--- src/rtl/ps2_ascii_decoder.sv ---
// PS/2 set-2 scan-code to ASCII decoder with prefix tracking, modifier state
// and a small character FIFO for CPU reads.
module ps2_ascii_decoder #(
  parameter int unsigned DEPTH = 8
) (
  input  logic       clk,
  input  logic       clrn,
  input  logic [7:0] key_data,
  input  logic       ready,
  output logic       ps2_rdn,
  input  logic       cpu_rdn,
  output logic [6:0] ascii,
  output logic       ascii_ready,
  output logic       overflow
);

  localparam int unsigned AW = $clog2(DEPTH);

  localparam logic [1:0] ST_NORMAL  = 2'd0;
  localparam logic [1:0] ST_BRK     = 2'd1;
  localparam logic [1:0] ST_EXT     = 2'd2;
  localparam logic [1:0] ST_EXT_BRK = 2'd3;

  logic       r_ps2_rdn;
  logic [7:0] r_code;
  logic       r_code_v;
  logic [1:0] r_state;
  logic       r_lshift;
  logic       r_rshift;
  logic       r_caps;
  logic       r_overflow;
  logic [AW:0] r_wr_ptr;
  logic [AW:0] r_rd_ptr;
  logic [6:0] r_mem [DEPTH];

  logic [8:0] w_map;
  logic       w_make;
  logic       w_push;
  logic [6:0] w_char;
  logic       w_empty;
  logic       w_full;
  logic       w_pop;
  logic       w_wr_en;

  // Scan-code map: {valid, is_letter, lower-case character}
  function automatic logic [8:0] map_code(input logic [7:0] c);
    logic [8:0] m;
    m = '0;
    case (c)
      8'h1C: m = {2'b11, 7'h61}; 8'h32: m = {2'b11, 7'h62};
      8'h21: m = {2'b11, 7'h63}; 8'h23: m = {2'b11, 7'h64};
      8'h24: m = {2'b11, 7'h65}; 8'h2B: m = {2'b11, 7'h66};
      8'h34: m = {2'b11, 7'h67}; 8'h33: m = {2'b11, 7'h68};
      8'h43: m = {2'b11, 7'h69}; 8'h3B: m = {2'b11, 7'h6A};
      8'h42: m = {2'b11, 7'h6B}; 8'h4B: m = {2'b11, 7'h6C};
      8'h3A: m = {2'b11, 7'h6D}; 8'h31: m = {2'b11, 7'h6E};
      8'h44: m = {2'b11, 7'h6F}; 8'h4D: m = {2'b11, 7'h70};
      8'h15: m = {2'b11, 7'h71}; 8'h2D: m = {2'b11, 7'h72};
      8'h1B: m = {2'b11, 7'h73}; 8'h2C: m = {2'b11, 7'h74};
      8'h3C: m = {2'b11, 7'h75}; 8'h2A: m = {2'b11, 7'h76};
      8'h1D: m = {2'b11, 7'h77}; 8'h22: m = {2'b11, 7'h78};
      8'h35: m = {2'b11, 7'h79}; 8'h1A: m = {2'b11, 7'h7A};
      8'h45: m = {2'b10, 7'h30}; 8'h16: m = {2'b10, 7'h31};
      8'h1E: m = {2'b10, 7'h32}; 8'h26: m = {2'b10, 7'h33};
      8'h25: m = {2'b10, 7'h34}; 8'h2E: m = {2'b10, 7'h35};
      8'h36: m = {2'b10, 7'h36}; 8'h3D: m = {2'b10, 7'h37};
      8'h3E: m = {2'b10, 7'h38}; 8'h46: m = {2'b10, 7'h39};
      8'h29: m = {2'b10, 7'h20}; 8'h5A: m = {2'b10, 7'h0D};
      8'h66: m = {2'b10, 7'h08};
      default: m = '0;
    endcase
    return m;
  endfunction

  // Decode and FIFO handshake terms
  always_comb begin
    w_map   = map_code(r_code);
    w_make  = r_code_v && (r_state == ST_NORMAL) && (r_code != 8'hF0) && (r_code != 8'hE0);
    w_push  = w_make && w_map[8];
    w_char  = (w_map[7] && ((r_lshift | r_rshift) ^ r_caps)) ? (w_map[6:0] - 7'h20) : w_map[6:0];
    w_empty = (r_wr_ptr == r_rd_ptr);
    w_full  = (r_wr_ptr[AW] != r_rd_ptr[AW]) && (r_wr_ptr[AW-1:0] == r_rd_ptr[AW-1:0]);
    w_pop   = !cpu_rdn && !w_empty;
    w_wr_en = w_push && (!w_full || w_pop);
  end

  // Fetch handshake: one-cycle pop pulse, then a decode cycle
  always_ff @(posedge clk or negedge clrn) begin
    if (!clrn) begin
      r_ps2_rdn <= 1'b1;
      r_code_v  <= 1'b0;
      r_code    <= '0;
    end else if (ready && r_ps2_rdn) begin
      r_code    <= key_data;
      r_code_v  <= 1'b1;
      r_ps2_rdn <= 1'b0;
    end else begin
      r_ps2_rdn <= 1'b1;
      r_code_v  <= 1'b0;
    end
  end

  // Prefix FSM and modifier state, advanced on decode cycles only
  always_ff @(posedge clk or negedge clrn) begin
    if (!clrn) begin
      r_state  <= ST_NORMAL;
      r_lshift <= 1'b0;
      r_rshift <= 1'b0;
      r_caps   <= 1'b0;
    end else if (r_code_v) begin
      case (r_state)
        ST_NORMAL: begin
          if (r_code == 8'hF0)      r_state <= ST_BRK;
          else if (r_code == 8'hE0) r_state <= ST_EXT;
          else if (r_code == 8'h12) r_lshift <= 1'b1;
          else if (r_code == 8'h59) r_rshift <= 1'b1;
          else if (r_code == 8'h58) r_caps <= ~r_caps;
        end
        ST_BRK: begin
          if (r_code == 8'h12) r_lshift <= 1'b0;
          if (r_code == 8'h59) r_rshift <= 1'b0;
          r_state <= ST_NORMAL;
        end
        ST_EXT:  r_state <= (r_code == 8'hF0) ? ST_EXT_BRK : ST_NORMAL;
        default: r_state <= ST_NORMAL;
      endcase
    end
  end

  // FIFO pointers and sticky overflow
  always_ff @(posedge clk or negedge clrn) begin
    if (!clrn) begin
      r_wr_ptr   <= '0;
      r_rd_ptr   <= '0;
      r_overflow <= 1'b0;
    end else begin
      if (w_wr_en) r_wr_ptr <= r_wr_ptr + 1'b1;
      if (w_pop)   r_rd_ptr <= r_rd_ptr + 1'b1;
      if (w_push && w_full && !w_pop) r_overflow <= 1'b1;
    end
  end

  // FIFO storage; when full, a same-cycle pop frees the slot being written
  always_ff @(posedge clk) begin
    if (w_wr_en) r_mem[r_wr_ptr[AW-1:0]] <= w_char;
  end

  assign ps2_rdn     = r_ps2_rdn;
  assign ascii_ready = !w_empty;
  assign ascii       = w_empty ? 7'h00 : r_mem[r_rd_ptr[AW-1:0]];
  assign overflow    = r_overflow;

endmodule

--- config.mk ---
export PLATFORM = sky130hd
export DESIGN_NAME = ps2_ascii_decoder
export DESIGN_NICKNAME = d
export VERILOG_FILES = /design/src/rtl/ps2_ascii_decoder.sv
export SDC_FILE = /design/constraint.sdc
export NUM_CORES = 1
export LEC_CHECK = 0
export CORE_MARGIN = 1.5
export CORE_UTILIZATION = 55
export CTS_BUF_LIST = sky130_fd_sc_hd__clkbuf_2
export CTS_CLUSTER_DIAMETER = 60
export DETAILED_ROUTE_END_ITERATION = 8
export DONT_BUFFER_PORTS = 1
export PLACE_DENSITY = 0.79
export SLEW_MARGIN = 10
export SYNTH_ARGS = -nofsm -noshare
export SYNTH_HDL_FRONTEND = slang
export SYNTH_SLANG_ARGS = --single-unit
--- constraint.sdc ---
create_clock -name clk -period 7.34 [get_ports clk]
set_input_delay 0.734 -clock clk [delete_from_list [all_inputs] [get_ports clk]]
set_output_delay 0.734 -clock clk [all_outputs]
set_load 0.03 [all_outputs]
==> results of run 1 <==
==> logic make-up (layout without fill, tap and decap cells) <==
family,Yosys count,count (layout),share of synthesized area [%]
AO/OA/AOI/OAI,58,58,9.83
XOR/XNOR,13,13,2.65
adder cells (fa/ha/maj),9,9,2.63
buffers and inverters,34,27,3.85
flip-flops,80,80,53.2
multiplexers,38,38,14.1
AND/OR/NAND/NOR,97,97,13.7
==> what timing repair did <==
action | 4_1_cts | 5_1_grt
hold buffers | 1 | 0
setup buffers | 0 | 0
setup endpoints to repair | 0 | 0
hold endpoints to repair | 24 | 0
==> worst reg2reg max path: stages, from the launching register on <==
cell and delay, ns:
dfrtp_1 1.10, or2_0 0.49, o21ai_0 0.15, mux4_2 0.47
o21a_1 0.19, nor3_1 0.68
==> through the flow <==
step           setup slack, ns  util [%]  instances  hold WS [ns]
2_1_floorplan             4.81         -        329         0.438
3_3_place_gp              4.19      56.1        407         0.439
3_5_place_dp              4.07      56.1        407         0.439
4_1_cts                   3.55      57.6        424         0.254
5_1_grt                   3.35      57.5        424         0.136
6_report                  3.68      57.5        424         0.116
==> sequential cells by signal, summed over array words and instances (netlist names), 2 cells and up <==
signal	cells
r_code	8
r_mem	56
r_rd_ptr	4
r_state	2
r_wr_ptr	4
==> cell type report <==
type / count / area share, %
Clock inverter: 7 / 1.28
Multi-Input combinational cell: 215 / 41.8
Inverter: 9 / 0.768
Tap cell: 102 / 2.90
Clock buffer: 9 / 1.02
Timing Repair Buffer: 2 / 0.284
Sequential cell: 80 / 51.9
==> power by group <==
group / internal, uW / leakage (uW) / switching [uW]
Clock: 48.2 / 0.0000581 / 164
Combinational: 206 / 0.000739 / 250
Sequential: 537 / 0.000813 / 125
==> per-layer routing <==
layer | wire, um | vias to the layer above | track usage [%]
met2 | 3980 | 66 | 32.6
met4 | 99 | 0 | 9.24
li1 | - | 1224 | -
met5 | 0 | - | 0
met1 | 3550 | 1295 | 28.6
met3 | 353 | 8 | 3.02
==> cells in the final DEF (no fill, tap or decap), drive strengths merged, types with 2 or more instances in the layout <==
cell,instances
nand2b,9
clkinvlp,2
edfxtp,56
a211oi,2
o31ai,3
nand3b,6
xnor2,7
nor2,18
and4b,6
a311oi,3
and4bb,3
a31oi,3
a21oi,9
nor3,8
and3,4
inv,10
mux2i,14
o221ai,2
nand3,5
dfrtp,23
nor3b,2
xor2,6
clkinv,4
ha,9
o21ai,16
nand2,20
nor2b,7
mux2,8
mux4,16
clkbuf,9
o21a,2
o22ai,2
nand4,3
buf,2
a21boi,2
a21o,5
==> how the worst min path moves through the flow <==
stage / start / endpoint / slack (ns) / depth (start not counted)
after global routing: clrn / r_code[2] / 0.14 / 1
after CTS: key_data[3] / r_code[3] / 0.25 / 2
after floorplan: clrn / overflow / 0.44 / 0
after global placement: clrn / r_code[2] / 0.44 / 0
final: clrn / r_code[4] / 0.12 / 1
after detailed placement: clrn / r_code[2] / 0.44 / 0
==> key figures, run 1 <==
Yosys
  – Mean area per synthesized cell: 13.0 um2
  – Post-synthesis register bit count: 80
  – Synth Warn #: 0
  – Top cells by count, synth: 56 x edfxtp_1, 23 x dfrtp_1, 19 x nand2_1, 18 x nor2_1
  – Main area contributors after synthesis: edfxtp_1 39%, dfrtp_1 13%, mux4_2 8.4%
  – Ys async rst share: 30.0%
  – Synth Flop Type: edfxtp_1
  – Yosys top cell by area: edfxtp_1
  – Distinct cells, synth: 62
  – Post-synthesis cell count: 329
  – Synthesized Nets: 350
  – EDFF count, synth: 56
  – Share of the synthesized area in the top cell type: 39.2%
  – Most frequent cell after synthesis: edfxtp_1
  – Seq/Total Area, Yosys: 53.2%
  – Mapped cell area: 4290 um2

Timing
  – Setup Total Neg Slack: 0 ns
  – Clock skew: 0.0324 ns
  – Headroom to the max-slew limit: 29.2%
  – Slew Limit Fails: 0
  – Final Critical Period: 3.66 ns
  – Max Fclk: 0.273 GHz
  – Setup violators final: 0
  – Hold Fails Final Rpt: 0
  – Tcrit/Tclk final: 49.8%
  – Tightest Pin Transition: 1.06 ns
  – RSZ-0062 raised after global routing: false

Die
  – Row count: 32
  – Core Area: 7650 um2
  – DIE WIDTH: 91.3 um
  – Initial Utilization: 56.1%
  – IO Count: 22
  – Die height: 91.3 um
  – Full die area: 8340 um2

Critical path
  – Worst-path cell chain: xnor2_1 > nand3_1 > nor2_1 > nor2_1
  – Crit-path slowest cell: dfrtp_1
  – CP Capture Type: output port
  – Reg2Reg Depth: 5
  – CP bufs+invs: 0
  – Reg-to-reg critical path endpoint: r_mem[1][1]
  – WS Path Type: reg2out
  – Slowest stage delay, CP: 1.09 ns
  – R2r startpoint: r_code[2]
  – Flop2flop setup slack: 3.93 ns
  – CP max FO: 18
  – Most used cell, CP: nor2_1
  – Arr. time, crit path: 2.92 ns
  – Largest delay share family, worst path: simple AND/OR/NAND/NOR gates
  – Crit path depth: 4
  – Critical Path Start Type: register
  – Crit path from: r_rd_ptr[0]
  – Worst path required time: 6.61 ns
  – CP Capture Point: ascii[4]

Flow run
  – Max-cap violation count: 0

Global routing
  – GRT Total Usage: 20.7%
  – Antenna violations before repair: 0
  – Number of global-route vias before repair: 2,528
  – Grt total ovfl: 0
  – First-pass GRT wire length: 13.0 mm
  – Largest net degree at the start of global routing: 33

Clock tree
  – Clock slew seen by the registers of the worst setup and hold paths: 0.24 ns
  – Clk_lat worst skew: 0.55 ns
  – Htree depth: 3
  – Clock tree buffer depth: 2
  – CTS root buf: clkbuf_2
  – Clk sinks: 80
  – CTS tree: done
  – CTS buffer count: 9
  – Cts repair resizes: 0

Final layout
  – Register Area: 2280 um2
  – Area grow syn2layout: 2.57%
  – Design Area, Final: 4400 um2
  – N_diodes: 0
  – Layout cell share with drive strength beyond 1: 16.5%
  – Nets: 338
  – Fill count: 615
  – Multi-input gate area: 1840 um2

Hold path
  – Hold Crit Class: in2async

Drt
  – DRC viols: 0
  – DR vias/cell: 6.12
  – DRT antenna net count: 0
  – Via count: 2,593
  – Average wire per standard cell: 18.8 um
  – Drt first pass iters: 4
  – Drt first-iter violations: 184
  – DRT Wirelength: 7.98 mm

Power
  – Final Power: 1330 uW
  – Peak VDD IR: 122 uV
  – P_leak: 0.00161 uW
  – Power density over the cells: 302 nW/um2

Placed design
  – PortBufs: 0
  – Detailed Place HPWL: 5.37 mm
  – RePlAce Congestion: 0.886
  – Placement Cell Area: 4290 um2

Outcome
  – Status: completed
No activity file was read; power rests on OpenSTA's default activity.
==> inputs of run 2 (changes only) <==
--- a/config.mk
+++ b/config.mk
@@ -5,13 +5,14 @@
 export SDC_FILE = /design/constraint.sdc
 export NUM_CORES = 1
 export LEC_CHECK = 0
+export ABC_AREA = 1
 export CORE_MARGIN = 1.5
 export CORE_UTILIZATION = 55
 export CTS_BUF_LIST = sky130_fd_sc_hd__clkbuf_2
 export CTS_CLUSTER_DIAMETER = 60
 export DETAILED_ROUTE_END_ITERATION = 8
 export DONT_BUFFER_PORTS = 1
-export PLACE_DENSITY = 0.79
+export PLACE_DENSITY = 0.82
 export SLEW_MARGIN = 10
 export SYNTH_ARGS = -nofsm -noshare
 export SYNTH_HDL_FRONTEND = slang
==> constraint.sdc (replaced) <==
create_clock -name clk -period 3.2 [get_ports clk]
set_input_delay 0.32 -clock clk [delete_from_list [all_inputs] [get_ports clk]]
set_output_delay 0.32 -clock clk [all_outputs]
set_load 0.03 [all_outputs]
==> run 2 against run 1 <==
Non-clock buffer count rose by 25. First-iteration DRC count rose by 41%. Sequential power rose by 110%. Hold slack improved by 0.011 ns. Cell count rose by 37%. Setup slack got worse by 3.2 ns. Synthesized area fell by 1.3%. Critical path depth rose by 8. Flip-flop and latch count did not move. Combinational power rose to 3.5 times the previous value. Routed wire length rose by 20%. Critical path type is now reg2reg. Critical endpoint is now r_mem[5][0]. Highest routed layer unchanged.
==> key figures, run 2 <==
Critical path
  – CP max FO: 7
  – Worst path required time: 3.36 ns
  – Critical Path Start Type: register
  – CP Capture Type: register
  – Worst-path cell chain: inv_1 > ha_1 > nand2_1 > nand2_2 > nand2_1 > nand2_2 > nand3_2 > nand2_2 > nand2_4 > nor2_8 > nand4_2 > nor2_1
  – Slowest stage delay, CP: 0.52 ns
  – Most used cell, CP: nand2_2
  – Largest delay share family, worst path: simple AND/OR/NAND/NOR gates
  – Arr. time, crit path: 2.91 ns
  – Crit-path slowest cell: nor2_1
  – CP bufs+invs: 1
  – WS Path Type: reg2reg

Drt
  – Drt first-iter violations: 260
  – DRT Wirelength: 9.58 mm
  – Via count: 3,365
  – DRC viols: 0
  – Average wire per standard cell: 16.6 um
  – DR vias/cell: 5.81
  – DRT antenna net count: 0
  – Drt first pass iters: 5

Clock tree
  – Setup Fix Bufs, Post-CTS: 0
  – Cts repair resizes: 0
  – Clk sinks: 80
  – Htree depth: 3
  – Clock tree buffer depth: 2
  – Clock slew seen by the registers of the worst setup and hold paths: 0.22 ns
  – Hold buffer count at CTS: 11
  – CTS tree: done
  – CTS root buf: clkbuf_2
  – CTS buffer count: 9
  – Clk_lat worst skew: 0.50 ns

Yosys
  – Synth Flop Type: edfxtp_1
  – Post-synthesis register bit count: 80
  – Most frequent cell after synthesis: nand2_1
  – Main area contributors after synthesis: edfxtp_1 40%, dfrtp_1 14%, nand2_1 7.7%
  – Seq/Total Area, Yosys: 53.9%
  – Distinct cells, synth: 43
  – Mapped cell area: 4240 um2
  – Top cells by count, synth: 87 x nand2_1, 65 x nor2_1, 61 x o21ai_0, 56 x edfxtp_1, 24 x inv_1
  – Post-synthesis cell count: 454
  – Mean area per synthesized cell: 9.33 um2
  – EDFF count, synth: 56
  – Synth Warn #: 0
  – Synthesized Nets: 475
  – Yosys top cell by area: edfxtp_1
  – Ys async rst share: 30.0%
  – Share of the synthesized area in the top cell type: 39.7%

Global routing
  – Number of global-route vias before repair: 3,218
  – Antenna violations before repair: 1
  – First-pass GRT wire length: 15.6 mm
  – Largest net degree at the start of global routing: 33
  – Grt total ovfl: 0
  – GRT Total Usage: 24.4%

Timing
  – Headroom to the max-slew limit: 29.0%
  – Setup violators final: 0
  – Tcrit/Tclk final: 85.8%
  – Slew Limit Fails: 0
  – Tightest Pin Transition: 1.06 ns
  – Setup Total Neg Slack: 0 ns
  – Clock skew: 0.0218 ns
  – RSZ-0062 raised after global routing: false
  – Hold Fails Final Rpt: 0
  – Final Critical Period: 2.74 ns
  – Worst setup margin: 0.456 ns
  – Max Fclk: 0.364 GHz

Die
  – DIE WIDTH: 90.8 um
  – Die height: 90.8 um
  – Core Area: 7370 um2
  – IO Count: 22
  – Row count: 31
  – Full die area: 8240 um2
  – Initial Utilization: 57.5%

Power
  – Comb pwr share: 44.5%
  – Final Power: 3610 uW
  – Switching pwr: 1580 uW
  – Clock power frac: 17.5%
  – Sw Ratio: 43.8%
  – Power density over the cells: 780 nW/um2
  – Cell Int Power: 2030 uW
  – P_leak: 0.00187 uW
  – Sequential Power Share: 37.9%
  – Peak VDD IR: 308 uV

Placed design
  – Placement Cell Area: 4370 um2
  – Detailed Place HPWL: 6.71 mm
  – Setup WS pre-CTS: 0.462 ns
  – RePlAce Congestion: 0.933
  – Placed insts: 551
  – PortBufs: 0

Final layout
  – Design Area, Final: 4630 um2
  – Commonest non-fill, non-tap cell in the layout: nand2_1
  – Max reg flops: 56
  – Nets: 495
  – Commonest non-fill, non-tap cells in the layout: 87 x nand2_1, 65 x nor2_1, 61 x o21ai_0
  – Non-Filler Instances: 579
  – Area grow syn2layout: 9.36%
  – Layout cell share with drive strength beyond 1: 13.6%

Outcome
  – Status: completed

Flow run
  – Max-cap violation count: 0

Hold path
  – Hold Crit Class: in2reg
-- run 2: metrics by stage --
| stage | util [%] | hold WS (ns) |
|---|---|---|
| global placement | 59.3 | 0.0251 |
| detailed placement | 59.3 | 0.0251 |
| CTS | 62.8 | 0.0942 |
| global route | 62.8 | 0.0910 |
| finish | 62.9 | 0.127 |
| floorplan | - | 0.0244 |
-- run 2: cell type report --
type                    count  area [um2]
clock inverters             7         101
flip-flops and latches     80        2280
clock buffers               9        45.0
diodes                      1        2.50
fillers                   605        2740
multi-input cells         326        1730
repair buffers             27         230
inverters                  30         115
well taps                  99         124
-- run 2: path summary, 6_finish.rpt --
kind,from,end,slack (ns),cells past startpoint
worst max register to register,r_code[1],r_mem[5][0],0.46,12
max in group asynchronous,clrn,r_code[1],2.13,1
worst max-delay path,r_code[1],r_mem[5][0],0.46,12
min in group asynchronous,clrn,r_rd_ptr[0],0.42,1
worst min-delay path,cpu_rdn,overflow,0.13,2
worst min register to register,r_caps,r_caps,0.50,1
-- run 2: cells by family (layout without fill, tap and decap cells) --
kind of cell	after synthesis	after routing	share of synthesized area (%)
xor gates and xnor gates	9	9	1.86
AOI/OAI and AO/OA	100	100	13.3
DFF	80	80	53.9
buffers and inverters	48	73	5.23
and+or+nand+nor	208	208	23.0
adders and majority gates	9	9	2.66
other	0	1	0
-- run 2: power groups by stage --
stage	clock (uW)	combinational [uW]	sequential (uW)
4_1_cts	645	1610	1370
5_1_grt	681	1760	1390
3_5_place_dp	0	1580	1390
2_1_floorplan	0	1180	1350
3_3_place_gp	0	1550	1390
6_report	634	1610	1370
-- run 2: layer usage --
| metal | track usage [%] | vias to the layer above | wire [um] | part of all wire (%) |
|---|---|---|---|---|
| li1 | - | 1607 | - | - |
| met1 | 29.9 | 1597 | 3910 | 41 |
| met2 | 42.5 | 137 | 4810 | 50 |
| met3 | 4.04 | 24 | 596 | 6.2 |
| met4 | 10.4 | 0 | 268 | 2.8 |
| met5 | 0 | - | 0 | 0 |
==> inputs of run 3 (changes only) <==
--- a/config.mk
+++ b/config.mk
@@ -6,13 +6,13 @@
 export NUM_CORES = 1
 export LEC_CHECK = 0
 export ABC_AREA = 1
+export BUFFER_PORTS_ARGS = -buffer_cell sky130_fd_sc_hd__buf_2
 export CORE_MARGIN = 1.5
 export CORE_UTILIZATION = 55
 export CTS_BUF_LIST = sky130_fd_sc_hd__clkbuf_2
 export CTS_CLUSTER_DIAMETER = 60
 export DETAILED_ROUTE_END_ITERATION = 8
-export DONT_BUFFER_PORTS = 1
-export PLACE_DENSITY = 0.82
+export PLACE_DENSITY = 0.85
 export SLEW_MARGIN = 10
 export SYNTH_ARGS = -nofsm -noshare
 export SYNTH_HDL_FRONTEND = slang
==> run 3 against run 2 <==
Critical path depth down 3. Combinational power barely moved. Maximum frequency shrank 3.2%. Sequential share of layout area down 0.44 points. Setup slack got worse by 0.091 ns. Hold slack worse by 0.070 ns. Die area did not move. Largest cell class unchanged.
==> key figures, run 3 (synthesis results as in run 2) <==
Power
  – Power density over the cells: 772 nW/um2
  – Peak VDD IR: 330 uV
  – P_leak: 0.00192 uW

Timing
  – Clock skew: 0.0291 ns
  – Slew Limit Fails: 0
  – Final Critical Period: 2.83 ns
  – Tcrit/Tclk final: 88.6%
  – Tightest Pin Transition: 0.764 ns
  – Hold Fails Final Rpt: 0
  – Max Fclk: 0.353 GHz
  – Headroom to the max-slew limit: 49.0%
  – Setup Total Neg Slack: 0 ns
  – Setup violators final: 0
  – RSZ-0062 raised after global routing: false

Critical path
  – Slowest stage delay, CP: 0.42 ns
  – Critical Path Start Type: register
  – Worst path required time: 2.88 ns
  – Largest delay share family, worst path: simple AND/OR/NAND/NOR gates
  – Crit-path slowest cell: dfrtp_1
  – Worst-path cell chain: buf_4 > inv_2 > nand2_1 > nand4_1 > nor2_1 > nand2_1 > o21ai_0 > nor2_1 > buf_2
  – WS Path Type: reg2out
  – CP Capture Type: output port
  – CP max FO: 18
  – Arr. time, crit path: 2.51 ns
  – CP bufs+invs: 3

Global routing
  – First-pass GRT wire length: 15.7 mm
  – GRT Total Usage: 24.7%
  – Grt met1 use: 30.9%
  – Antenna violations before repair: 0
  – Met2 usage: 41.7%
  – Largest net degree at the start of global routing: 33
  – Grt total ovfl: 0
  – Busiest grt layer: met2
  – Met3 usage: 4.97%
  – Number of global-route vias before repair: 3,281

Clock tree
  – Cts repair resizes: 0
  – CTS root buf: clkbuf_2
  – Htree depth: 3
  – Clk sinks: 80
  – Clock slew seen by the registers of the worst setup and hold paths: 0.22 ns
  – CTS buffer count: 9
  – Clock tree buffer depth: 2
  – Clk_lat worst skew: 0.58 ns
  – CTS tree: done

Final layout
  – Commonest non-fill, non-tap cell in the layout: nand2_1
  – Layout cell share with drive strength beyond 1: 15.9%
  – Area grow syn2layout: 10.3%
  – Non-Filler Instances: 590
  – Max reg flops: 56
  – Commonest non-fill, non-tap cells in the layout: 87 x nand2_1, 65 x nor2_1, 61 x o21ai_0
  – N_diodes: 0
  – Nets: 507

Placed design
  – RePlAce Congestion: 1.00
  – PortBufs: 21
  – Detailed Place HPWL: 6.71 mm
  – Placed insts: 564

Outcome
  – Status: completed

Die
  – Initial Utilization: 57.5%
  – Die height: 90.8 um
  – Full die area: 8240 um2
  – Row count: 31
  – DIE WIDTH: 90.8 um
  – IO Count: 22
  – Core Area: 7370 um2

Drt
  – Via count: 3,445
  – DR vias/cell: 5.84
  – DRT Wirelength: 9.64 mm
  – Drt first-iter violations: 366
  – Drt first pass iters: 5
  – Average wire per standard cell: 16.3 um
  – DRC viols: 0
  – DRT antenna net count: 0

Hold path
  – Hold Crit Class: in2reg

Flow run
  – Max-cap violation count: 0
run 3: through the flow:
stage / instance area (um2) / worst slack (ns) / util, % / total power [uW] / hold slack [ns]
2_1_floorplan: 4240 / 0.937 / - / 2520 / 0.0244
3_3_place_gp: 4420 / 0.707 / 59.9 / 2880 / 0.320
3_5_place_dp: 4420 / 0.547 / 59.9 / 2920 / 0.329
4_1_cts: 4670 / 0.421 / 63.4 / 3590 / 0.0579
5_1_grt: 4670 / 0.131 / 63.4 / 3830 / 0.0310
6_report: 4670 / 0.365 / 63.4 / 3610 / 0.0573
run 3: worst register-to-register path: stages, from the launching register on:
cell     delay [ns]
dfrtp_1        0.49
inv_1          0.16
ha_1           0.35
nand2_1        0.07
nand2_2        0.12
nand2_1        0.08
nand2_2        0.10
nand3_2        0.06
nand2_2        0.08
nand2_4        0.07
nor2_8         0.15
nand4_2        0.12
nor2_1         0.47
run 3: final timing paths:
kind                        startpoint          end  slack, ns  cells after the start
min in group asynchronous         clrn     r_code_v       0.19                      2
hold reg to reg                 r_caps       r_caps       0.50                      1
setup reg to reg             r_code[1]  r_mem[1][1]       0.52                     12
max in group asynchronous         clrn  r_rd_ptr[1]       2.63                      2
setup / recovery           r_rd_ptr[1]     ascii[6]       0.37                      9
hold / removal                 cpu_rdn  r_rd_ptr[3]       0.06                      4
run 3: power breakdown:
| part | switching (uW) | internal, uW | leakage [uW] |
|---|---|---|---|
| clock | 400 | 278 | 0.0000885 |
| combinational | 1100 | 477 | 0.00102 |
| sequential | 114 | 1240 | 0.000814 |
run 3: final cells by class:
class / count / area (um2)
flip-flops and latches: 80 / 2280
clock buffers: 9 / 45.0
repair buffers: 39 / 265
inverters: 30 / 115
well taps: 99 / 124
fillers: 587 / 2700
multi-input cells: 326 / 1730
clock inverters: 7 / 110
run 3: routing by layer:
metal,vias to the layer above,routed length (um)
li1,1635,-
met1,1569,3830
met2,208,4690
met3,33,816
met4,0,297
met5,-,0
run 3: what timing repair did:
item	in CTS	in global routing
hold buffers	10	0
buffers inserted	0	0
hold endpoints to repair	32	0
